### src/rtl/sram_arb_pkg.sv
// Shared types and defaults for the SRAM request-port arbiter.
package sram_arb_pkg;

    typedef enum logic [1:0] {
        IDLE  = 2'd0,
        ISSUE = 2'd1,
        BUSY  = 2'd2,
        DONE  = 2'd3
    } state_e;

    localparam int DEF_NUM_PORTS   = 2;
    localparam int DEF_ADDR_W      = 15;
    localparam int DEF_DATA_W      = 16;
    localparam int DEF_TIMEOUT_CYC = 255;

endpackage

### src/rtl/rr_arbiter.sv
// Combinational round-robin pick: the first requester strictly after last_grant,
// wrapping to the lowest requester when nothing above it is asking.
module rr_arbiter #(
    parameter int N     = 2,
    parameter int IDX_W = 1
) (
    input  logic [N-1:0]     req_i,
    input  logic [IDX_W-1:0] last_grant_i,
    output logic             grant_valid_o,
    output logic [IDX_W-1:0] grant_o
);

    logic [N-1:0] mask;
    logic [N-1:0] masked;

    always_comb begin
        mask = '0;
        for (int i = 0; i < N; i++) begin
            mask[i] = (IDX_W'(i) > last_grant_i);
        end
        masked        = req_i & mask;
        grant_valid_o = |req_i;
        grant_o       = '0;
        // Descending scan so the lowest set index is the one left standing.
        for (int i = N - 1; i >= 0; i--) begin
            if (|masked) begin
                if (masked[i]) grant_o = IDX_W'(i);
            end else if (req_i[i]) begin
                grant_o = IDX_W'(i);
            end
        end
    end

endmodule

### src/rtl/sram_arbiter.sv
// Shares one SRAM controller request port between NUM_PORTS requesters, one
// outstanding single-word access at a time, with a watchdog abort.
//
//   state | meaning
//   IDLE  | waiting for a request while the controller reports ready
//   ISSUE | one-cycle read/write request pulse to the controller
//   BUSY  | waiting for ready to drop and return; watchdog running
//   DONE  | done/err pulse to the winner, round-robin pointer advances
module sram_arbiter
    import sram_arb_pkg::*;
#(
    parameter int NUM_PORTS   = DEF_NUM_PORTS,
    parameter int ADDR_W      = DEF_ADDR_W,
    parameter int DATA_W      = DEF_DATA_W,
    parameter int TIMEOUT_CYC = DEF_TIMEOUT_CYC
) (
    input  logic                        clk,
    input  logic                        rst,
    input  logic [NUM_PORTS-1:0]        port_req,
    input  logic [NUM_PORTS-1:0]        port_we,
    input  logic [NUM_PORTS*ADDR_W-1:0] port_addr,
    input  logic [NUM_PORTS*DATA_W-1:0] port_wdata,
    output logic [NUM_PORTS-1:0]        port_ack,
    output logic [NUM_PORTS-1:0]        port_done,
    output logic                        port_err,
    output logic [DATA_W-1:0]           port_rdata,
    output logic                        mem_read_req,
    output logic                        mem_write_req,
    output logic [ADDR_W-1:0]           mem_addr,
    output logic [DATA_W-1:0]           mem_wdata,
    input  logic [DATA_W-1:0]           mem_read_data,
    input  logic                        mem_ready,
    output logic                        busy
);

    localparam int IDX_W = (NUM_PORTS > 1) ? $clog2(NUM_PORTS) : 1;
    localparam int WD_W  = $clog2(TIMEOUT_CYC + 1);
    localparam logic [WD_W-1:0] WD_LIMIT = WD_W'(TIMEOUT_CYC);

    state_e           state_q;
    logic [IDX_W-1:0] last_grant_q;
    logic [IDX_W-1:0] win_q;
    logic             we_q;
    logic             seen_low_q;
    logic [WD_W-1:0]  wd_q;
    logic [WD_W-1:0]  wd_d;
    logic             grant_valid;
    logic [IDX_W-1:0] grant_idx;

    rr_arbiter #(
        .N     (NUM_PORTS),
        .IDX_W (IDX_W)
    ) u_rr (
        .req_i         (port_req),
        .last_grant_i  (last_grant_q),
        .grant_valid_o (grant_valid),
        .grant_o       (grant_idx)
    );

    assign wd_d = (wd_q == WD_LIMIT) ? wd_q : wd_q + 1'b1;

    always_ff @(posedge clk or posedge rst) begin
        if (rst) begin
            state_q       <= IDLE;
            last_grant_q  <= IDX_W'(NUM_PORTS - 1);
            win_q         <= '0;
            we_q          <= 1'b0;
            seen_low_q    <= 1'b0;
            wd_q          <= '0;
            port_ack      <= '0;
            port_done     <= '0;
            port_err      <= 1'b0;
            port_rdata    <= '0;
            mem_read_req  <= 1'b0;
            mem_write_req <= 1'b0;
            mem_addr      <= '0;
            mem_wdata     <= '0;
            busy          <= 1'b0;
        end else begin
            port_ack      <= '0;
            port_done     <= '0;
            port_err      <= 1'b0;
            mem_read_req  <= 1'b0;
            mem_write_req <= 1'b0;
            case (state_q)
                IDLE: begin
                    if (grant_valid && mem_ready) begin
                        win_q               <= grant_idx;
                        we_q                <= port_we[grant_idx];
                        mem_addr            <= port_addr[int'(grant_idx)*ADDR_W +: ADDR_W];
                        mem_wdata           <= port_wdata[int'(grant_idx)*DATA_W +: DATA_W];
                        port_ack[grant_idx] <= 1'b1;
                        // Request pulse is registered here so it is on the pins during ISSUE.
                        mem_read_req        <= ~port_we[grant_idx];
                        mem_write_req       <= port_we[grant_idx];
                        busy                <= 1'b1;
                        state_q             <= ISSUE;
                    end
                end
                ISSUE: begin
                    seen_low_q <= 1'b0;
                    state_q    <= BUSY;
                end
                BUSY: begin
                    wd_q <= wd_d;
                    if (!mem_ready) seen_low_q <= 1'b1;
                    if (seen_low_q && mem_ready) begin
                        if (!we_q) port_rdata <= mem_read_data;
                        port_done[win_q] <= 1'b1;
                        state_q          <= DONE;
                    end else if (wd_d == WD_LIMIT) begin
                        port_err         <= 1'b1;
                        port_done[win_q] <= 1'b1;
                        state_q          <= DONE;
                    end
                end
                DONE: begin
                    last_grant_q <= win_q;
                    wd_q         <= '0;
                    busy         <= 1'b0;
                    state_q      <= IDLE;
                end
                default: state_q <= IDLE;
            endcase
        end
    end

endmodule

### config.mk
export PLATFORM = sky130hd
export DESIGN_NAME = sram_arbiter
export DESIGN_NICKNAME = d
export VERILOG_FILES = /design/src/rtl/sram_arb_pkg.sv /design/src/rtl/rr_arbiter.sv /design/src/rtl/sram_arbiter.sv
export SDC_FILE = /design/constraint.sdc
export NUM_CORES = 1
export LEC_CHECK = 0
export BUFFER_PORTS_ARGS = -buffer_cell sky130_fd_sc_hd__buf_2
export CAP_MARGIN = 20
export CORE_AREA = 5 5 89 91
export DETAILED_ROUTE_END_ITERATION = 8
export DIE_AREA = 0 0 94 96
export HOLD_SLACK_MARGIN = 0.1
export PLACE_DENSITY = 0.81
export SYNTH_ARGS = -nofsm -noshare
export SYNTH_HDL_FRONTEND = slang
export SYNTH_SLANG_ARGS = --single-unit
### constraint.sdc
create_clock -name clk -period 2.2 [get_ports clk]
set_input_delay 0.22 -clock clk [delete_from_list [all_inputs] [get_ports clk]]
set_output_delay 0.22 -clock clk [all_outputs]
set_load 0.02 [all_outputs]
==> metrics.txt, run 1 <==
fin crit share=0.931; Max clock buf depth=2; Fin. Hold Viols=0; worst-skew pair later-pin latency=approximately 0.33 ns; routed vias=2,668; DP Area=approximately 4000 sq um; most frequent cells in the layout=buf_2 (139), dfrtp_1 (67), nand2_1 (42), mux2i_1 (33), o21ai_0 (33); drc violations=0; Syn Inst Count=about 300; Pwr Total=about 5.2 mW; sequential area share after synthesis=0.543; Main synth FF type=dfrtp_1; CP required=approximately 2.5 ns; Cell variety after synth=43; kind of critical path=flop to flop; die width=roughly 94 um; hold crit path type=input pin to flop; Tot GR Track Use=0.174; fin util=0.609; global route overflow=0; Max Fclk=approximately 0.49 GHz; Max Slew Vio Count=0; Chip Height=~96 um; CTS H-tree lvls=3; number of buffers created by CTS=9; Max stage delay cell, worst path=or4_4; antenna cell count=0; area leader, netlist=dfrtp_1; max incr delay on CP=between 0.5 and 0.6 ns; initial antenna violation count=0; Routed WL=between 7000 and 8000 um; RSZ-0062 raised after global routing=no; row cnt=31; nets@finish=532; Finished Cell Area=4300 sq um; EDFF count, synth=0; core area=7060 sq um; vias per inst=about 5; DP Worst Slack=around 0.08 ns; Starting DRT DRC Count=around 100; Yosys reg bits=a little under 70; MaxCap Viol Count=0; CTS tree=built; largest cells by area after synthesis=dfrtp_1 (53%), mux2i_1 (10%), mux2_2 (6.0%), o21ai_0 (5.2%), nand2_1 (5.0%); normalized max-slew margin=0.580; fillers=about 610; Slew @ Worst Pin=between 0.6 and 0.7 ns; Max Clock Skew=around 0.010 ns; CP arrival=2.30 ns; detailed-placement wirelength estimate=5780 um; DRT Pass-1 Iters=4; Clk pin slew, worst setup/hold paths=approximately 0.070 ns; CTS Sinks=a little under 70; hold_ws=0.116 ns; Detail Route Antenna Nets=0; Port Buffers=~140; global-route wire length before repair=roughly 12,000 um; die area=9020 sq um; synthesis warning total=0; worst setup margin=around 0.15 ns; crit path time final=~2.0 ns; num ports=140; CP cell instances=ha_2 > and3_2 > mux2i_1 > a21oi_1 > or4_4 > a211oi_2; Synth Cell Area=3180 sq um; most common cell after layout, fill and taps aside=buf_2; Routed wire per std cell=13.9 um; Placed Instances=520; Setup violations, final=0; leakage=2.23 nW; final weighted congestion in routability-driven placement=around 0.8; Post-Layout Cell Count=546; Avg Inst Size Synth=between 10 and 15 sq um; initial core utilization=0.451; clk root buf=clkbuf_8; vias in the first global route=roughly 2,700; final setup TNS=0 ns; setup bufs post-CTS=0; CP Launch Type=flop; Worst VDD drop=about 0.47 mV; PD cells=around 1200 nW/um^2; status=finished clean; area share of the leading cell type in the synthesized netlist=0.535; Critical Path End Type=flop; area grow syn2layout=35.1%; Net Count, Synth=384; fraction of registers with async set/reset=1.00; crit-path max FO=6; largest net degree at the start of global routing=53; layout cell share with drive strength beyond 1=0.421
layer usage:
metal / part of all wire / GRT usage
met1: 0.40 / 0.200
met2: 0.51 / 0.306
met3: 0.062 / 0.0360
met4: 0.030 / 0.0927
met5: 0 / 0
cells by family (layout without fill, tap and decap cells):
| logic type | Yosys count | after routing | synth area share |
|---|---|---|---|
| AOI/OAI and AO/OA | 60 | 60 | 0.111 |
| xor gates and xnor gates | 4 | 4 | 0.0110 |
| adders and majority gates | 5 | 5 | 0.0197 |
| buffers and inverters | 26 | 179 | 0.0373 |
| DFF | 69 | 69 | 0.543 |
| muxes | 50 | 50 | 0.164 |
| and+or+nand+nor | 80 | 80 | 0.114 |
state kept, by name, summed over array words and instances, names as in the netlist, 2 cells and up:
signal and count:
port_done 2, port_ack 2, mem_addr 15, wd_q 8, state_q 2, port_rdata 16
mem_wdata 16
worst max-delay path, delay by kind of cell, from the launching register on:
kind	cells	cell delay, ns
and+or+nand+nor	2	0.81
muxes	1	0.21
AOI/OAI and AO/OA	2	0.31
DFF	1	0.41
adders and majority gates	1	0.23
worst paths after layout:
path	to	start	slack [ns]	depth (start not counted)
min reg2reg	mem_addr[7]$_DFFE_PP0P_	mem_addr[7]$_DFFE_PP0P_	0.48	2
max reg2reg	port_done[0]$_DFF_PP0_	wd_q[1]$_DFFE_PP0P_	0.15	6
min	port_rdata[10]$_DFFE_PP0P_	mem_read_data[10]	0.12	2
max in group asynchronous	last_grant_q$_DFFE_PP1P_	rst	1.14	4
max	port_done[0]$_DFF_PP0_	wd_q[1]$_DFFE_PP0P_	0.15	6
min in group asynchronous	port_rdata[7]$_DFFE_PP0P_	rst	0.43	3
layout make-up:
| class | instances | area, sq um | area share |
|---|---|---|---|
| Clock buffer | 11 | 141 | 0.0329 |
| Clock inverter | 5 | 60.1 | 0.0140 |
| Inverter | 8 | 30.0 | 0.00698 |
| Multi-Input combinational cell | 199 | 1350 | 0.314 |
| Sequential cell | 69 | 1730 | 0.402 |
| Tap cell | 99 | 124 | 0.0288 |
| Timing Repair Buffer | 155 | 866 | 0.201 |
synthesized netlist by cell type (all sizes together), types with 2 or more instances:
master,count
nor2b,3
buf,8
nand4,4
nor2,15
mux2,17
o21ai,33
mux2i,33
o211ai,2
nand3,3
a211oi,3
or4,2
dfrtp,68
nand2,42
ha,5
inv,8
or3,2
clkbuf,10
xor2,2
a21oi,11
xnor2,2
nor3,4
report_power, final:
group | total, mW | internal, mW | switching (mW)
Combinational | 2.16 | 0.837 | 1.32
Sequential | 2.04 | 1.77 | 0.270
Clock | 1.03 | 0.557 | 0.472
repair_timing:
action,CTS,global route
hold buffers,10,0
hold endpoints to repair,26,0
endpoints found under the setup margin,0,3
gates resized for setup,0,3
Power figures use the tool's default switching activity.
==> inputs of run 2 (changes only) <==
Settings changed: BUFFER_PORTS_ARGS -buffer_cell sky130_fd_sc_hd__buf_2 to -buffer_cell sky130_fd_sc_hd__buf_4.
==> run 2 against run 1 <==
- critical path depth unchanged
- non-clock buffer count is 5 higher
- final cell count up 0.92%
- clock power grew 15%
- critical path type unchanged
- die area did not move
- total power up 8.8%
- routed wire length is 6.5% higher
- count of clock-buffer cells in the layout fell by 2
- via count grew 0.26%
- highest routed layer unchanged
- clock skew grew 0.0027 ns
- largest cell class unchanged
==> metrics.txt, run 2 (synthesis results as in run 1) <==
status=finished clean; RSZ-0062 raised after global routing=no; CP Launch Type=flop; most frequent cells in the layout=buf_4 (144), dfrtp_1 (68), nand2_1 (42), mux2i_1 (33), o21ai_0 (33); number of buffers created by CTS=9 (unchanged); Max Slew Vio Count=0 (unchanged); global route overflow=0 (unchanged); area grow syn2layout=48.3%; CP required=2.45 ns (about the same); initial core utilization=0.451 (unchanged); MaxCap Viol Count=0 (unchanged); crit path time final=2.04 ns (-0.00916 ns); hold crit path type=input pin to flop; core area=7060 sq um (unchanged); drc violations=0 (unchanged); normalized max-slew margin=0.560 (-0.0198); Max clock buf depth=2 (unchanged); Pwr Total=5.69 mW (+8.8%); Starting DRT DRC Count=137 (+33%); hold_ws=0.115 ns (-0.00173 ns); Max Fclk=0.490 GHz (+0.45%); crit-path max FO=6 (unchanged); Multi-input gate area=1350 sq um (about the same); Tot GR Track Use=0.182 (+0.00834); CTS Sinks=69 (unchanged); Port Buffers=139 (unchanged); worst-skew pair later-pin latency=0.34 ns (about the same); detailed-placement wirelength estimate=5960 um (+3.1%); storage element area=1730 sq um (about the same); final setup TNS=0 ns (unchanged); initial antenna violation count=0 (unchanged); Setup violations, final=0 (unchanged); layout cell share with drive strength beyond 1=0.416 (-0.00465); vias per inst=4.85 (-0.65%); Routed wire per std cell=14.7 um (+5.5%); final weighted congestion in routability-driven placement=0.906 (+12%); Chip Height=96 um (unchanged); CTS tree=built; die area=9020 sq um (unchanged); Slew @ Worst Pin=0.660 ns (+0.0298 ns); vias in the first global route=2,710 (+0.26%); Max Clock Skew=0.0131 ns (+0.00267 ns); leakage=2.37 nW (+5.8%); fillers=576 (-5.9%); Critical Path End Type=flop; CTS H-tree lvls=3 (unchanged); row cnt=31 (unchanged); die width=94 um (unchanged); PD cells=1210 nW/um^2 (-0.79%); largest net degree at the start of global routing=51 (-3.8%); antenna cell count=0 (unchanged); most common cell after layout, fill and taps aside=buf_4; Routed WL=8100 um (+6.5%); Fin. Hold Viols=0 (unchanged); CP arrival=2.29 ns (about the same); global-route wire length before repair=12,700 um (+3.6%); Worst VDD drop=0.498 mV (+5.9%); fin crit share=0.927 (-0.00416); routed vias=2,675 (+0.26%); nets@finish=537 (+0.94%); DRT Pass-1 Iters=4 (unchanged); num ports=140 (unchanged); clk root buf=clkbuf_8; kind of critical path=flop to flop; Clk pin slew, worst setup/hold paths=0.09 ns (+0.02 ns); Detail Route Antenna Nets=0 (unchanged); biggest regs=mem_wdata: 16 flops, port_rdata: 16 flops, mem_addr: 15 flops
run 2: cell types whose count changed in the layout (fill, tap and decap cells not counted), sizes merged:
cell | previous run | this run
dlygate4sd3 | 10 | 14
inv | 8 | 12
clkbuf | 11 | 9
bufinv | 1 | 2
buf | 145 | 146
clkinv | 3 | 0
run 2: routing by layer:
metal / part of all wire / vias up / track usage
met3: 0.066 / 10 / 0.0446
met4: 0.018 / 0 / 0.0927
li1: - / 1329 / -
met5: 0 / - / 0
met1: 0.39 / 1235 / 0.214
met2: 0.53 / 101 / 0.312
run 2: timing repair:
item,4_1_cts,5_1_grt
hold buffers,14,0
setup buffers,0,1
resized for setup,0,1
hold endpoints to repair,32,0
endpoints found under the setup margin,0,2
run 2: area by class of cell:
class                           count  area share
Timing Repair Buffer              160       0.267
Multi-Input combinational cell    199       0.286
Sequential cell                    69       0.366
Clock inverter                      7      0.0217
Clock buffer                        9      0.0262
Tap cell                           99      0.0262
Inverter                            8     0.00636
run 2: metrics by stage:
step / area, sq um / worst slack, ns / utilization / instances
3_5_place_dp: 4340 / 0.0729 / 0.615 / 520
5_1_grt: 4720 / 0.0528 / 0.669 / 551
3_3_place_gp: 4340 / 0.176 / 0.615 / 520
4_1_cts: 4710 / 0.0647 / 0.667 / 550
2_1_floorplan: 3180 / 0.242 / - / 294
6_report: 4720 / 0.160 / 0.669 / 551
run 2: worst max-delay path, cell delays in order, from the launching register on:
cell and delay, ns:
dfrtp_1 0.40, ha_2 0.24, and3_1 0.25, mux2i_1 0.20, a21oi_1 0.12, or4_4 0.56
a211oi_2 0.20
run 2: worst paths after layout:
| check | cells past startpoint | start | to | slack (ns) |
|---|---|---|---|---|
| setup reg to reg | 6 | wd_q[1]$_DFFE_PP0P_ | port_done[0]$_DFF_PP0_ | 0.16 |
| setup / recovery | 6 | wd_q[1]$_DFFE_PP0P_ | port_done[0]$_DFF_PP0_ | 0.16 |
| hold reg to reg | 2 | mem_addr[1]$_DFFE_PP0P_ | mem_addr[1]$_DFFE_PP0P_ | 0.48 |
| max in group asynchronous | 4 | rst | last_grant_q$_DFFE_PP1P_ | 1.11 |
| min in group asynchronous | 3 | rst | port_rdata[7]$_DFFE_PP0P_ | 0.44 |
| hold / removal | 2 | mem_read_data[1] | port_rdata[1]$_DFFE_PP0P_ | 0.11 |
run 2: where the power goes:
| part | switching [mW] | leakage, nW | total, mW | internal, mW |
|---|---|---|---|---|
| combinational | 1.34 | 1.37 | 2.46 | 1.12 |
| sequential | 0.283 | 0.884 | 2.05 | 1.77 |
| clock | 0.527 | 0.111 | 1.18 | 0.654 |
| total | 2.15 | 2.37 | 5.69 | 3.54 |
==> inputs of run 3 (changes only) <==
Settings changed: CORE_AREA 5 5 89 91 to 5 5 91 93, DIE_AREA 0 0 94 96 to 0 0 96 98, PLACE_DENSITY 0.81 to 0.77.
==> run 3 against run 2 <==
- via count up 1.7%
- maximum frequency down 1.2%
- global-route usage about the same
- critical endpoint unchanged
- non-clock buffer count up 2
- total power up 0.37%
- critical path depth unchanged
==> metrics.txt, run 3 (synthesis results as in run 1) <==
status=finished clean; largest net degree at the start of global routing=70 (+37%); CP cell instances=ha_2 > and3_2 > mux2i_1 > a21oi_1 > or4_4 > a211oi_2; most frequent cells in the layout=buf_4 (143), dfrtp_1 (67), nand2_1 (42), mux2i_1 (33), o21ai_0 (33); Tot GR Track Use=0.182 (about the same); nets@finish=539 (+0.37%); max incr delay on CP=0.57 ns (about the same); CP required=2.45 ns (about the same); worst-skew pair later-pin latency=0.34 ns (about the same); leakage=2.38 nW (+0.50%); Setup violations, final=0 (unchanged); Chip Height=98 um (+2.1%); num ports=140 (unchanged); RSZ-0062 raised after global routing=no; drc violations=0 (unchanged); normalized max-slew margin=0.688 (+0.128); CP arrival=2.32 ns (+0.03 ns); kind of critical path=flop to flop; Slew @ Worst Pin=0.468 ns (-0.193 ns); Buf+Inv Stages, Crit Path=0 (unchanged); layout cell share with drive strength beyond 1=0.419 (+0.00257); Worst VDD drop=0.599 mV (+20%); MaxCap Viol Count=0 (unchanged); area grow syn2layout=49.5%; initial core utilization=0.427 (-0.0235); CTS H-tree lvls=3 (unchanged); CP Launch Type=flop; Fin. Hold Viols=0 (unchanged); Max clock buf depth=2 (unchanged); PD cells=1200 nW/um^2 (-0.45%); CTS tree=built; crit path time final=2.07 ns (+0.0257 ns); die area=9410 sq um (+4.3%); hold crit path type=input pin to flop; Starting DRT DRC Count=117 (-15%); Routed WL=8140 um (+0.51%); vias in the first global route=2,880 (+6.3%); biggest regs=mem_wdata: 16 flops, port_rdata: 16 flops, mem_addr: 15 flops; row cnt=32 (+3.2%); number of buffers created by CTS=9 (unchanged); final setup TNS=0 ns (unchanged); routed vias=2,721 (+1.7%); global-route wire length before repair=13,400 um (+5.7%); Port Buffers=139 (unchanged); fin util=0.639 (-0.0296); crit-path max FO=6 (unchanged); reg2reg setup slack=0.13 ns (-0.03 ns); CTS Sinks=69 (unchanged); die width=96 um (+2.1%); antenna cell count=0 (unchanged); kind of cell adding the most delay to the critical path=simple AND/OR/NAND/NOR gates; Max Clock Skew=0.00798 ns (-0.00511 ns); fin crit share=0.939 (+0.0117); setup bufs post-CTS=0 (unchanged); fillers=625 (+8.5%); global route overflow=0 (unchanged); clk root buf=clkbuf_8; final weighted congestion in routability-driven placement=0.867 (-4.3%); Detail Route Antenna Nets=0 (unchanged); Max Slew Vio Count=0 (unchanged); Clk pin slew, worst setup/hold paths=0.08 ns (about the same); initial antenna violation count=0 (unchanged); detailed-placement wirelength estimate=6010 um (+0.90%); core area=7450 sq um (+5.5%); Critical Path End Type=flop; Routed wire per std cell=14.6 um (-0.40%); most common cell after layout, fill and taps aside=buf_4; Max Fclk=0.484 GHz (-1.2%); Max stage delay cell, worst path=or4_4; vias per inst=4.89 (+0.80%); DRT Pass-1 Iters=4 (unchanged)
==> run 3: power by group <==
group	switching (mW)	leakage [nW]	internal, mW
registers	0.298	0.883	1.77
logic	1.35	1.38	1.12
clock network	0.520	0.111	0.654
total	2.17	2.38	3.55
==> run 3: metrics by stage <==
stage / instance area, sq um / hold WS (ns) / power (mW) / cells / worst slack (ns)
finish: 4760 / 0.117 / 5.71 / 556 / 0.134
global route: 4760 / 0.106 / 6.12 / 556 / 0.000901
CTS: 4730 / 0.102 / 5.78 / 554 / 0.0204
detailed placement: 4370 / 0.267 / 4.56 / 524 / 0.0426
global placement: 4370 / 0.261 / 4.47 / 524 / 0.177
floorplan: 3180 / 0.371 / 3.46 / 294 / 0.242
==> run 3: area by class of cell <==
class / instances / area [sq um] / share of cell area
timing repair buffer: 162 / 1290 / 0.272
sequential: 69 / 1730 / 0.363
clock buffer: 9 / 124 / 0.0260
tap: 102 / 128 / 0.0268
inverter: 8 / 30.0 / 0.00631
clock inverter: 7 / 103 / 0.0216
multi-input combinational: 199 / 1350 / 0.284
==> run 3: worst paths after layout <==
| path | startpoint | to | cells past startpoint |
|---|---|---|---|
| max in group asynchronous | rst | mem_addr[0]$_DFFE_PP0P_ | 4 |
| min reg2reg | mem_addr[12]$_DFFE_PP0P_ | mem_addr[12]$_DFFE_PP0P_ | 2 |
| max | wd_q[1]$_DFFE_PP0P_ | port_done[0]$_DFF_PP0_ | 6 |
| max reg2reg | wd_q[1]$_DFFE_PP0P_ | port_done[0]$_DFF_PP0_ | 6 |
| min in group asynchronous | rst | port_rdata[15]$_DFFE_PP0P_ | 3 |
| min | mem_read_data[14] | port_rdata[14]$_DFFE_PP0P_ | 2 |
==> run 3: what timing repair did <==
item | in CTS | in global routing
setup endpoints to repair | 0 | 4
gates resized for setup | 0 | 3
hold buffers | 14 | 2
hold endpoints to repair | 33 | 2
==> run 3: worst reg2reg max path, cell delays in order, from the launching register on <==
cell and delay (ns):
dfrtp_2 0.41, ha_2 0.24, and3_2 0.25, mux2i_1 0.21, a21oi_1 0.12, or4_4 0.57
a211oi_2 0.19
==> run 3: metal layers <==
metal  part of all wire  track usage  up-vias
met1               0.38        0.211     1271
met2               0.53        0.310      109
met3              0.072       0.0524       13
met4              0.017       0.0777        0
li1                   -            -     1328
met5                  0            0        -
